$ cat src/rtl/nsa_pkg.sv
// rtl/nsa_pkg.sv - shared types and constants for the nibble-serial adder
package nsa_pkg;

  typedef enum logic [1:0] {
    IDLE = 2'd0,
    RUN  = 2'd1,
    DONE = 2'd2
  } state_t;

  localparam int NIBBLE_W = 4;

  // idx register width: clog2 of the nibble count, never narrower than one bit
  function automatic int idx_width(input int nib);
    return (nib <= 2) ? 1 : $clog2(nib);
  endfunction

endpackage

$ cat src/rtl/add4_slice.sv
// rtl/add4_slice.sv - combinational 4-bit ripple-add slice with carry in/out
module add4_slice
  import nsa_pkg::*;
(
  input  logic [NIBBLE_W-1:0] x,
  input  logic [NIBBLE_W-1:0] y,
  input  logic                ci,
  output logic [NIBBLE_W-1:0] s,
  output logic                co
);

  logic [NIBBLE_W:0] r;

  assign r       = {1'b0, x} + {1'b0, y} + {{NIBBLE_W{1'b0}}, ci};
  assign {co, s} = r;

endmodule

$ cat src/rtl/nibble_serial_add_ctrl.sv
// rtl/nibble_serial_add_ctrl.sv - WIDTH-bit adder sequenced one nibble per clock
module nibble_serial_add_ctrl
  import nsa_pkg::*;
#(
  parameter int WIDTH = 16
) (
  input  logic             clk,
  input  logic             rst,
  input  logic             start,
  input  logic [WIDTH-1:0] a,
  input  logic [WIDTH-1:0] b,
  input  logic             c_in,
  output logic             busy,
  output logic             done,
  output logic [WIDTH-1:0] sum,
  output logic             c_out
);

  localparam int NIB = WIDTH / NIBBLE_W;
  localparam int IW  = idx_width(NIB);
  localparam logic [IW-1:0] LAST = IW'(NIB - 1);

  state_t            state;
  logic [IW-1:0]     idx;
  logic              carry;
  logic [WIDTH-1:0]  a_r;
  logic [WIDTH-1:0]  b_r;
  logic [NIBBLE_W-1:0] nib_a;
  logic [NIBBLE_W-1:0] nib_b;
  logic [NIBBLE_W-1:0] nib_s;
  logic              nib_co;

  // Select the current nibble of each captured operand for the shared slice
  always_comb begin
    nib_a = '0;
    nib_b = '0;
    for (int i = 0; i < NIB; i++) begin
      if (idx == IW'(i)) begin
        nib_a = a_r[i*NIBBLE_W +: NIBBLE_W];
        nib_b = b_r[i*NIBBLE_W +: NIBBLE_W];
      end
    end
  end

  add4_slice u_slice (
    .x  (nib_a),
    .y  (nib_b),
    .ci (carry),
    .s  (nib_s),
    .co (nib_co)
  );

  always_ff @(posedge clk or posedge rst) begin
    if (rst) begin
      state <= IDLE;
      busy  <= 1'b0;
      done  <= 1'b0;
      sum   <= '0;
      c_out <= 1'b0;
      idx   <= '0;
      carry <= 1'b0;
      a_r   <= '0;
      b_r   <= '0;
    end else begin
      case (state)
        IDLE: begin
          done <= 1'b0;
          if (start) begin
            a_r   <= a;
            b_r   <= b;
            carry <= c_in;
            idx   <= '0;
            sum   <= '0;
            busy  <= 1'b1;
            state <= RUN;
          end
        end
        RUN: begin
          for (int i = 0; i < NIB; i++) begin
            if (idx == IW'(i)) sum[i*NIBBLE_W +: NIBBLE_W] <= nib_s;
          end
          carry <= nib_co;
          idx   <= idx + IW'(1);
          if (idx == LAST) begin
            c_out <= nib_co;
            busy  <= 1'b0;
            done  <= 1'b1;
            state <= DONE;
          end
        end
        DONE: begin
          done  <= 1'b0;
          state <= IDLE;
        end
        default: state <= IDLE;
      endcase
    end
  end

endmodule

$ cat config.mk
export PLATFORM = sky130hd
export DESIGN_NAME = nibble_serial_add_ctrl
export DESIGN_NICKNAME = d
export VERILOG_FILES = /design/src/rtl/nsa_pkg.sv /design/src/rtl/add4_slice.sv /design/src/rtl/nibble_serial_add_ctrl.sv
export SDC_FILE = /design/constraint.sdc
export NUM_CORES = 1
export LEC_CHECK = 0
export CORE_ASPECT_RATIO = 0.75
export CORE_UTILIZATION = 49
export CTS_CLUSTER_DIAMETER = 30
export CTS_CLUSTER_SIZE = 20
export DETAILED_ROUTE_END_ITERATION = 8
export PLACE_DENSITY = 0.79
export SYNTH_ARGS = -nofsm -noshare
export SYNTH_HDL_FRONTEND = slang
export SYNTH_SLANG_ARGS = --single-unit
$ cat constraint.sdc
create_clock -name clk -period 4.42 [get_ports clk]
set_input_delay 0.884 -clock clk [delete_from_list [all_inputs] [get_ports clk]]
set_output_delay 0.884 -clock clk [all_outputs]
set_load 0.01 [all_outputs]
==> qor.yml, run 1 <==
outcome: "finished, final reports clean"
wirelength_um: 5640
maxSlewViolCount: 0
syn_area_um2: 2650
start_util: 0.526
antenna_found_initial: 0
cp_max_fo: 20
pin_count: 55
diodes: 0
clock_skew_ns: 0.00634
p_leak_nw: 1.38
worstMarginPinSlew_ns: 0.806
rsz0062_at_grt: "false"
die_h_um: 65.7
worstReg2RegStart: "idx[1]"
dpl.hpwl_um: 4010
cts_root_buf: "clkbuf_8"
tritoncts: "yes"
switching_share: 0.409
fin_util: 0.647
ys_seq_area_frac: 0.529
r2r_setup_slack_ns: 1.36
cts_max_level: 2
core-area_um2: 5040
power_switching_w: 0.00104
synth_cell_types: 33
setup_viol: 0
multi_input_area_um2: 1100
cts-resized-gates: 0
fmax_mhz: 327
rr_endpoint: "sum[3]"
vias: 1883
synth-edff-count: 0
grt_start_max_net_pins: 44
worst_ep_required_time_ns: 4.66
slowest_stage: "ha_1"
post-route-min-period_ns: 3.06
cp_cell_sequence: "inv_1, ha_1, nand3b_1, a21oi_1, a21oi_1, o21ai_0, ha_1, nand2_1, o21ai_0, xor2_1, a32o_1"
syn-num-nets: 267
die_w_um: 86.9
synth_area_leaders: "dfrtp_1 53%, mux2_2 12%, nand2_1 3.5%"
cp-end-kind: "flop"
yosysMostFrequentCell: "dfrtp_1"
grt_pass1_wl_um: 9650
fillers: 414
vdd_drop_max_mv: 0.455
clock-sinks: 56
yosys.area.top_type_share: 0.529
cp-startpoint: "idx[1]"
path_class: "reg -> reg"
hold_path_class: "reg -> reg"
drtAntennaViolNets: 0
cts_buffers: 5
endpoint: "sum[3]"
cellPowerDensity_nw_per_um2: 782
drtIter0Drc: 104
synth_warnings: 0
cts_buffer_depth: 2
nets: 316
ctsHoldBuffers: 0
synth_flop_cell: "dfrtp_1"
synth.largest_area_cell: "dfrtp_1"
grt_pass1_vias: 1929
clock_latency_ns: 0.30
dr.pass1.iters: 4
synth_cells: 222
max_cap_violations: 0
globalRoute.totalOverflow: 0
power_frac_comb: 0.547
gp_congestion: 0.817
drc: 0
clk_pin_slew_worst_paths_ns: 0.09
via_per_inst: 5.52
ys_ff_latch: 56
synthArstFlopShare: 1.00
grt_use_total: 0.224
arrival_ns: 3.30
syn2layout_area_growth_pct: 23.0
r2r_cells: 11
p_int_w: 0.00151
register_area_um2: 1400
final_layout_size_suffix_gt1_frac: 0.167
fin_crit_sh: 0.692
avgSynthCellArea_um2: 11.9
cts_setup_buffers: 0
die_area_um2: 5710
yosys-top-cells-count: "56 x dfrtp_1, 28 x mux2_2, 25 x nand2_1"
seq_power_share: 0.353
relSlewSlack: 0.460
p_clk_frac: 0.100
fp-row-count: 22
fin_tns_setup_ns: 0
hold_violations: 0
portBuffers: 54
slowest_delay_ns: 0.60
wire_per_inst_um: 16.5
cp-start-kind: "flop"
-- stage by stage --
| step | hold WS [ns] | setup slack (ns) | instances | area, µm² | total power [W] |
|---|---|---|---|---|---|
| finish | 0.480 | 1.36 | 341 | 3260 | 0.00255 |
| global route | 0.509 | 1.11 | 341 | 3260 | 0.00276 |
| CTS | 0.487 | 1.39 | 341 | 3260 | 0.00256 |
| detailed placement | 0.466 | 1.45 | 336 | 3190 | 0.00229 |
| global placement | 0.459 | 1.60 | 336 | 3190 | 0.00222 |
| floorplan | 0.480 | 1.86 | 222 | 2650 | 0.00190 |
-- power groups by stage --
stage	combinational [W]	sequential (W)	clock (W)
2_1_floorplan	0.00101	0.000887	0
3_3_place_gp	0.00132	0.000902	0
3_5_place_dp	0.00138	0.000908	0
4_1_cts	0.00140	0.000899	0.000261
5_1_grt	0.00155	0.000927	0.000285
6_report	0.00140	0.000899	0.000255
-- sequential cells by signal, indices dropped and copies added, names as in the netlist --
| signal | cells |
|---|---|
| a_r | 16 |
| b_r | 16 |
| busy | 1 |
| c_out | 1 |
| carry | 1 |
| done | 1 |
| idx | 2 |
| state | 2 |
| sum | 16 |
-- per-layer routing --
metal | wire (µm) | vias up | track usage
met5 | 0 | - | 0
met4 | 42 | 0 | 0.0625
met3 | 319 | 4 | 0.0427
met2 | 2600 | 68 | 0.350
met1 | 2680 | 934 | 0.320
li1 | - | 877 | -
-- cell usage in the layout, fill, tap and decap left out, types with 2 or more instances in the layout --
cell type,instances
a22oi_1,3
ha_1,7
nand3b_1,4
clkdlybuf4s50_1,54
a21oi_2,3
a22o_1,6
fa_1,2
o21ai_0,14
a32o_1,6
clkbuf_8,5
nand2b_1,3
mux2_2,28
a21oi_1,18
nand2_1,25
o22ai_1,2
o2bb2ai_1,6
inv_1,11
dfrtp_1,56
-- cell type report --
cell class	instances	share of cell area
sequential	56	0.430
multi-input combinational	140	0.338
tap	72	0.0276
clock buffer	5	0.0211
inverter	13	0.0157
timing repair buffer	55	0.168
-- kinds of logic (layout without fill, tap and decap cells) --
family	count (synthesis)	count (layout)	synth area share
AOI/OAI and AO/OA	61	61	0.155
xor gates and xnor gates	2	2	0.00661
and+or+nand+nor	39	39	0.0807
buffers and inverters	26	73	0.0557
DFF	56	56	0.529
adders and majority gates	9	9	0.0482
muxes	29	29	0.125
-- how the worst min path moves through the flow --
stage,from,depth (start not counted),to,slack (ns)
after floorplan,a_r[0],1,a_r[0],0.48
after global placement,busy,1,busy,0.46
after detailed placement,busy,1,busy,0.47
after CTS,busy,1,busy,0.49
after global routing,busy,1,busy,0.51
final,busy,1,busy,0.48
-- critical path: cells and delay by family (launching register included) --
| kind | cells | cell delay, ns |
|---|---|---|
| AOI/OAI and AO/OA | 5 | 0.82 |
| xor gates and xnor gates | 1 | 0.34 |
| adders and majority gates | 2 | 1.01 |
| buffers and inverters | 1 | 0.10 |
| DFF | 1 | 0.42 |
| and+or+nand+nor | 2 | 0.29 |
Power figures use the tool's default switching activity.
==> run 2: changes to the inputs <==
clock period = 3.2 ns   (was 4.42 ns; I/O delays follow)
==> qor.yml, run 2 (synthesis gave the netlist of run 1 again) <==
r2r_setup_slack_ns: 0.31  # was 1.36 ns
dr.pass1.iters: 4  # unchanged
post-route-min-period_ns: 2.89  # was 3.06 ns
grt_pass1_vias: 1836  # was 1929
cts-resized-gates: 0  # unchanged
die_h_um: 65.7  # unchanged
worstMarginPinSlew_ns: 0.822  # was 0.806 ns
via_per_inst: 5.31  # was 5.52
cts_max_level: 2  # unchanged
diodes: 0  # unchanged
cts_root_buf: "clkbuf_8"  # unchanged
p_leak_nw: 1.41  # was 1.38 nW
layout_commonest_cell: "dfrtp_1"  # unchanged
clk_pin_slew_worst_paths_ns: 0.09  # about the same
fin_crit_sh: 0.902  # was 0.692
hold_violations: 0  # unchanged
cp-start-kind: "flop"  # unchanged
slowest_delay_ns: 0.47  # was 0.60 ns
pin_count: 55  # unchanged
drtAntennaViolNets: 0  # unchanged
hold_path_class: "reg -> reg"  # unchanged
clock-sinks: 56  # unchanged
arrival_ns: 3.12  # was 3.30 ns
antenna_found_initial: 0  # unchanged
max_cap_violations: 0  # unchanged
cts_buffers: 5  # unchanged
dpl.hpwl_um: 3860  # was 4010 µm
path_class: "reg -> reg"  # unchanged
worst_ep_required_time_ns: 3.44  # was 4.66 ns
core-area_um2: 5040  # unchanged
grt_use_total: 0.210  # was 0.224
total_power_w: 0.00358  # was 0.00255 W
cellPowerDensity_nw_per_um2: 1080  # was 782 nW/µm²
drc: 0  # unchanged
fp-row-count: 22  # unchanged
syn2layout_area_growth_pct: 25.3  # was 23.0%
wirelength_um: 5290  # was 5640 µm
relSlewSlack: 0.450  # was 0.460
outcome: "finished, final reports clean"  # unchanged
fin_tns_setup_ns: 0  # unchanged
wire_per_inst_um: 15.1  # was 16.5 µm
cts_setup_buffers: 0  # unchanged
tritoncts: "yes"  # unchanged
vdd_drop_max_mv: 0.621  # was 0.455 mV
ctsHoldBuffers: 0  # unchanged
die_area_um2: 5710  # unchanged
setup_viol: 0  # unchanged
hold_ws_ns: 0.482  # was 0.480 ns
worst_path_most_repeated_cell: "fa_1"
nets: 321  # was 316
die_w_um: 86.9  # unchanged
start_util: 0.526  # unchanged
globalRoute.totalOverflow: 0  # unchanged
fmax_mhz: 347  # was 327 MHz
clock_skew_ns: 0.00646  # was 0.00634 ns
fin_util: 0.659  # was 0.647
grt_start_max_net_pins: 44  # unchanged
clock_latency_ns: 0.30  # about the same
vias: 1853  # was 1883
drtIter0Drc: 120  # was 104
slowest_stage: "fa_1"  # was ha_1
cp_cell_sequence: "inv_1, ha_1, a21oi_1, o21ai_0, a22oi_1, fa_1, fa_1, xnor2_1, a32o_1"  # was inv_1, ha_1, nand3b_1, a21oi_1, a21oi_1, o21ai_0, ha_1, nand2_1, o21ai_0, xor2_1, a32o_1
maxSlewViolCount: 0  # unchanged
portBuffers: 54  # unchanged
gp_congestion: 0.825  # was 0.817
final_cell_mix: "56 x dfrtp_1, 54 x clkdlybuf4s50_1, 28 x mux2_2"  # unchanged
cp-end-kind: "flop"  # unchanged
rsz0062_at_grt: "false"  # unchanged
final_layout_size_suffix_gt1_frac: 0.184  # was 0.167
grt_pass1_wl_um: 9010  # was 9650 µm
cp_max_fo: 13  # was 20
cts_buffer_depth: 2  # unchanged
reg_top3: "a_r x16, b_r x16, sum x16"  # unchanged
## run 2: cell count changes in the layout (fill, tap and decap cells not counted), sizes merged
cell,before,now
buf,1,6
clkbuf,5,8
## run 2: layer usage
layer / global-route usage / up-vias / wire [µm]
met1: 0.311 / 892 / 2620
met2: 0.319 / 63 / 2290
li1: - / 894 / -
met4: 0.0375 / 0 / 23
met3: 0.0452 / 4 / 344
met5: 0 / - / 0
## run 2: worst paths after layout
kind | cells after the start | start | endpoint
hold / removal | 1 | busy | busy
setup / recovery | 9 | idx[0] | sum[6]
min in group asynchronous | 2 | rst | a_r[9]
max in group asynchronous | 3 | rst | b_r[0]
setup reg to reg | 9 | idx[0] | sum[6]
hold reg to reg | 1 | busy | busy
## run 2: final cells by class
cell class	count	area [µm²]
tap	72	90.1
multi-input combinational	140	1100
timing repair buffer	60	586
inverter	13	51.3
clock buffer	8	90.1
sequential	56	1400
fill	399	1720
## run 2: report_power, final
group	internal (W)	switching [W]	total, W	leakage [nW]
logic	0.000934	0.00102	0.00195	0.680
clock network	0.000177	0.000210	0.000387	0.0455
registers	0.00104	0.000201	0.00124	0.689
## run 2: through the flow
| step | instances | setup slack, ns | area (µm²) |
|---|---|---|---|
| 2_1_floorplan | 222 | 0.644 | 2650 |
| 3_3_place_gp | 341 | 0.489 | 3230 |
| 3_5_place_dp | 341 | 0.372 | 3230 |
| 4_1_cts | 349 | 0.345 | 3320 |
| 5_1_grt | 349 | 0.0949 | 3320 |
| 6_report | 349 | 0.314 | 3320 |
## run 2: critical path: cells and delay by family, from the launching register on
kind | cells | cell delay [ns]
adder cells (fa/ha/maj) | 3 | 1.36
XOR/XNOR | 1 | 0.40
AO/OA/AOI/OAI | 4 | 0.51
flip-flops | 1 | 0.43
buffers and inverters | 1 | 0.12
==> run 3: changes to the inputs <==
CAP_MARGIN = 20   (was not set)
CORE_ASPECT_RATIO = not set   (was 0.75)
==> qor.yml, run 3 (synthesis gave the netlist of run 1 again) <==
cts_buffer_depth: 2  # unchanged
worstMarginPinSlew_ns: 0.754  # was 0.822 ns
cts-resized-gates: 0  # unchanged
hold_end: "busy"  # unchanged
maxSlewViolCount: 0  # unchanged
reg_top3: "a_r x16, b_r x16, sum x16"  # unchanged
cts_max_level: 2  # unchanged
post-route-min-period_ns: 2.92  # was 2.89 ns
outcome: "finished, final reports clean"  # unchanged
start_util: 0.512  # was 0.526
clock_latency_ns: 0.30  # about the same
fmax_mhz: 342  # was 347 MHz
max_cap_violations: 0  # unchanged
place_area_um2: 3220  # was 3230 µm²
worst_ep_required_time_ns: 3.44  # about the same
drtAntennaViolNets: 0  # unchanged
dr.pass1.iters: 4  # unchanged
nets: 318  # was 321
ctsHoldBuffers: 0  # unchanged
fp-row-count: 26  # was 22
rsz0062_at_grt: "false"  # unchanged
grt_use_total: 0.198  # was 0.210
rr_endpoint: "sum[6]"  # unchanged
relSlewSlack: 0.495  # was 0.450
globalRoute.totalOverflow: 0  # unchanged
clock-sinks: 56  # unchanged
setup_viol: 0  # unchanged
cp-start-kind: "flop"  # unchanged
clock_skew_ns: 0.00910  # was 0.00646 ns
worstReg2RegStart: "idx[1]"  # was idx[0]
cellPowerDensity_nw_per_um2: 1060  # was 1080 nW/µm²
tritoncts: "yes"  # unchanged
diodes: 0  # unchanged
cts_setup_buffers: 0  # unchanged
antenna_found_initial: 0  # unchanged
portBuffers: 54  # unchanged
die_h_um: 75.5  # was 65.7 µm
path_class: "reg -> reg"  # unchanged
min_from: "busy"  # unchanged
cts_buffers: 5  # unchanged
die_w_um: 75.5  # was 86.9 µm
cts_root_buf: "clkbuf_8"  # unchanged
fin_crit_sh: 0.914  # was 0.902
fin_tns_setup_ns: 0  # unchanged
hold_violations: 0  # unchanged
vias: 1793  # was 1853
pin_count: 55  # unchanged
drtIter0Drc: 106  # was 120
die_area_um2: 5710  # about the same
gp_congestion: 0.775  # was 0.825
wire_per_inst_um: 14.5  # was 15.1 µm
fin_util: 0.639  # was 0.659
dpl.hpwl_um: 3760  # was 3860 µm
grt_start_max_net_pins: 44  # unchanged
hold_depth: 1  # unchanged
grt_pass1_vias: 1735  # was 1836
final_cell_mix: "56 x dfrtp_1, 54 x clkdlybuf4s50_1, 28 x mux2_2"  # unchanged
grt_pass1_wl_um: 8360  # was 9010 µm
fin_area_um2: 3310  # was 3320 µm²
final_layout_size_suffix_gt1_frac: 0.175  # was 0.184
drc: 0  # unchanged
wirelength_um: 5000  # was 5290 µm
r2r_cells: 9  # unchanged
layout_commonest_cell: "dfrtp_1"  # unchanged
via_per_inst: 5.21  # was 5.31
arrival_ns: 3.16  # was 3.12 ns
r2r_setup_slack_ns: 0.28  # was 0.31 ns
vdd_drop_max_mv: 0.540  # was 0.621 mV
p_leak_nw: 1.40  # was 1.41 nW
syn2layout_area_growth_pct: 24.8  # was 25.3%
cp_max_fo: 20  # was 13
core-area_um2: 5170  # was 5040 µm²
clk_pin_slew_worst_paths_ns: 0.09  # about the same
hold_path_class: "reg -> reg"  # unchanged
cp-end-kind: "flop"  # unchanged
## run 3: critical path: stages (launching register included)
cell and delay, ns:
dfrtp_1 0.43, inv_1 0.10, ha_1 0.57, a21oi_1 0.13, o21ai_0 0.13, a22oi_1 0.12, fa_1 0.43, fa_1 0.42
xnor2_1 0.32, a32o_1 0.22
## run 3: worst max path at each step
stage | startpoint | to | slack [ns] | cells after the start
after CTS | idx[1] | sum[6] | 0.26 | 9
after detailed placement | idx[1] | sum[6] | 0.30 | 9
after global placement | idx[1] | sum[6] | 0.41 | 9
final | idx[1] | sum[6] | 0.28 | 9
after global routing | idx[1] | sum[10] | 0.06 | 9
after floorplan | idx[0] | sum[10] | 0.64 | 8
## run 3: layout make-up
type / instances / area [µm²]
Fill cell: 409 / 1870
Sequential cell: 56 / 1400
Multi-Input combinational cell: 140 / 1100
Timing Repair Buffer: 57 / 576
Clock buffer: 8 / 90.1
Tap cell: 70 / 87.6
Inverter: 13 / 51.3
## run 3: report_power, final
group	total, W	switching [W]	internal (W)	leakage, nW
clock	0.000386	0.000209	0.000177	0.0455
sequential	0.00124	0.000199	0.00104	0.689
combinational	0.00188	0.000967	0.000914	0.670
## run 3: metrics by stage
stage / hold slack [ns] / setup slack (ns) / cells / power [W]
finish: 0.486 / 0.276 / 344 / 0.00350
global route: 0.505 / 0.0571 / 344 / 0.00382
CTS: 0.496 / 0.261 / 344 / 0.00354
detailed placement: 0.470 / 0.301 / 336 / 0.00315
global placement: 0.470 / 0.412 / 336 / 0.00307
floorplan: 0.480 / 0.644 / 222 / 0.00262
## run 3: metal layers
metal	vias to the layer above	track usage	part of all wire
li1	886	-	-
met1	860	0.268	0.44
met2	42	0.331	0.51
met3	5	0.0397	0.032
met4	0	0.0494	0.010
met5	-	0	0
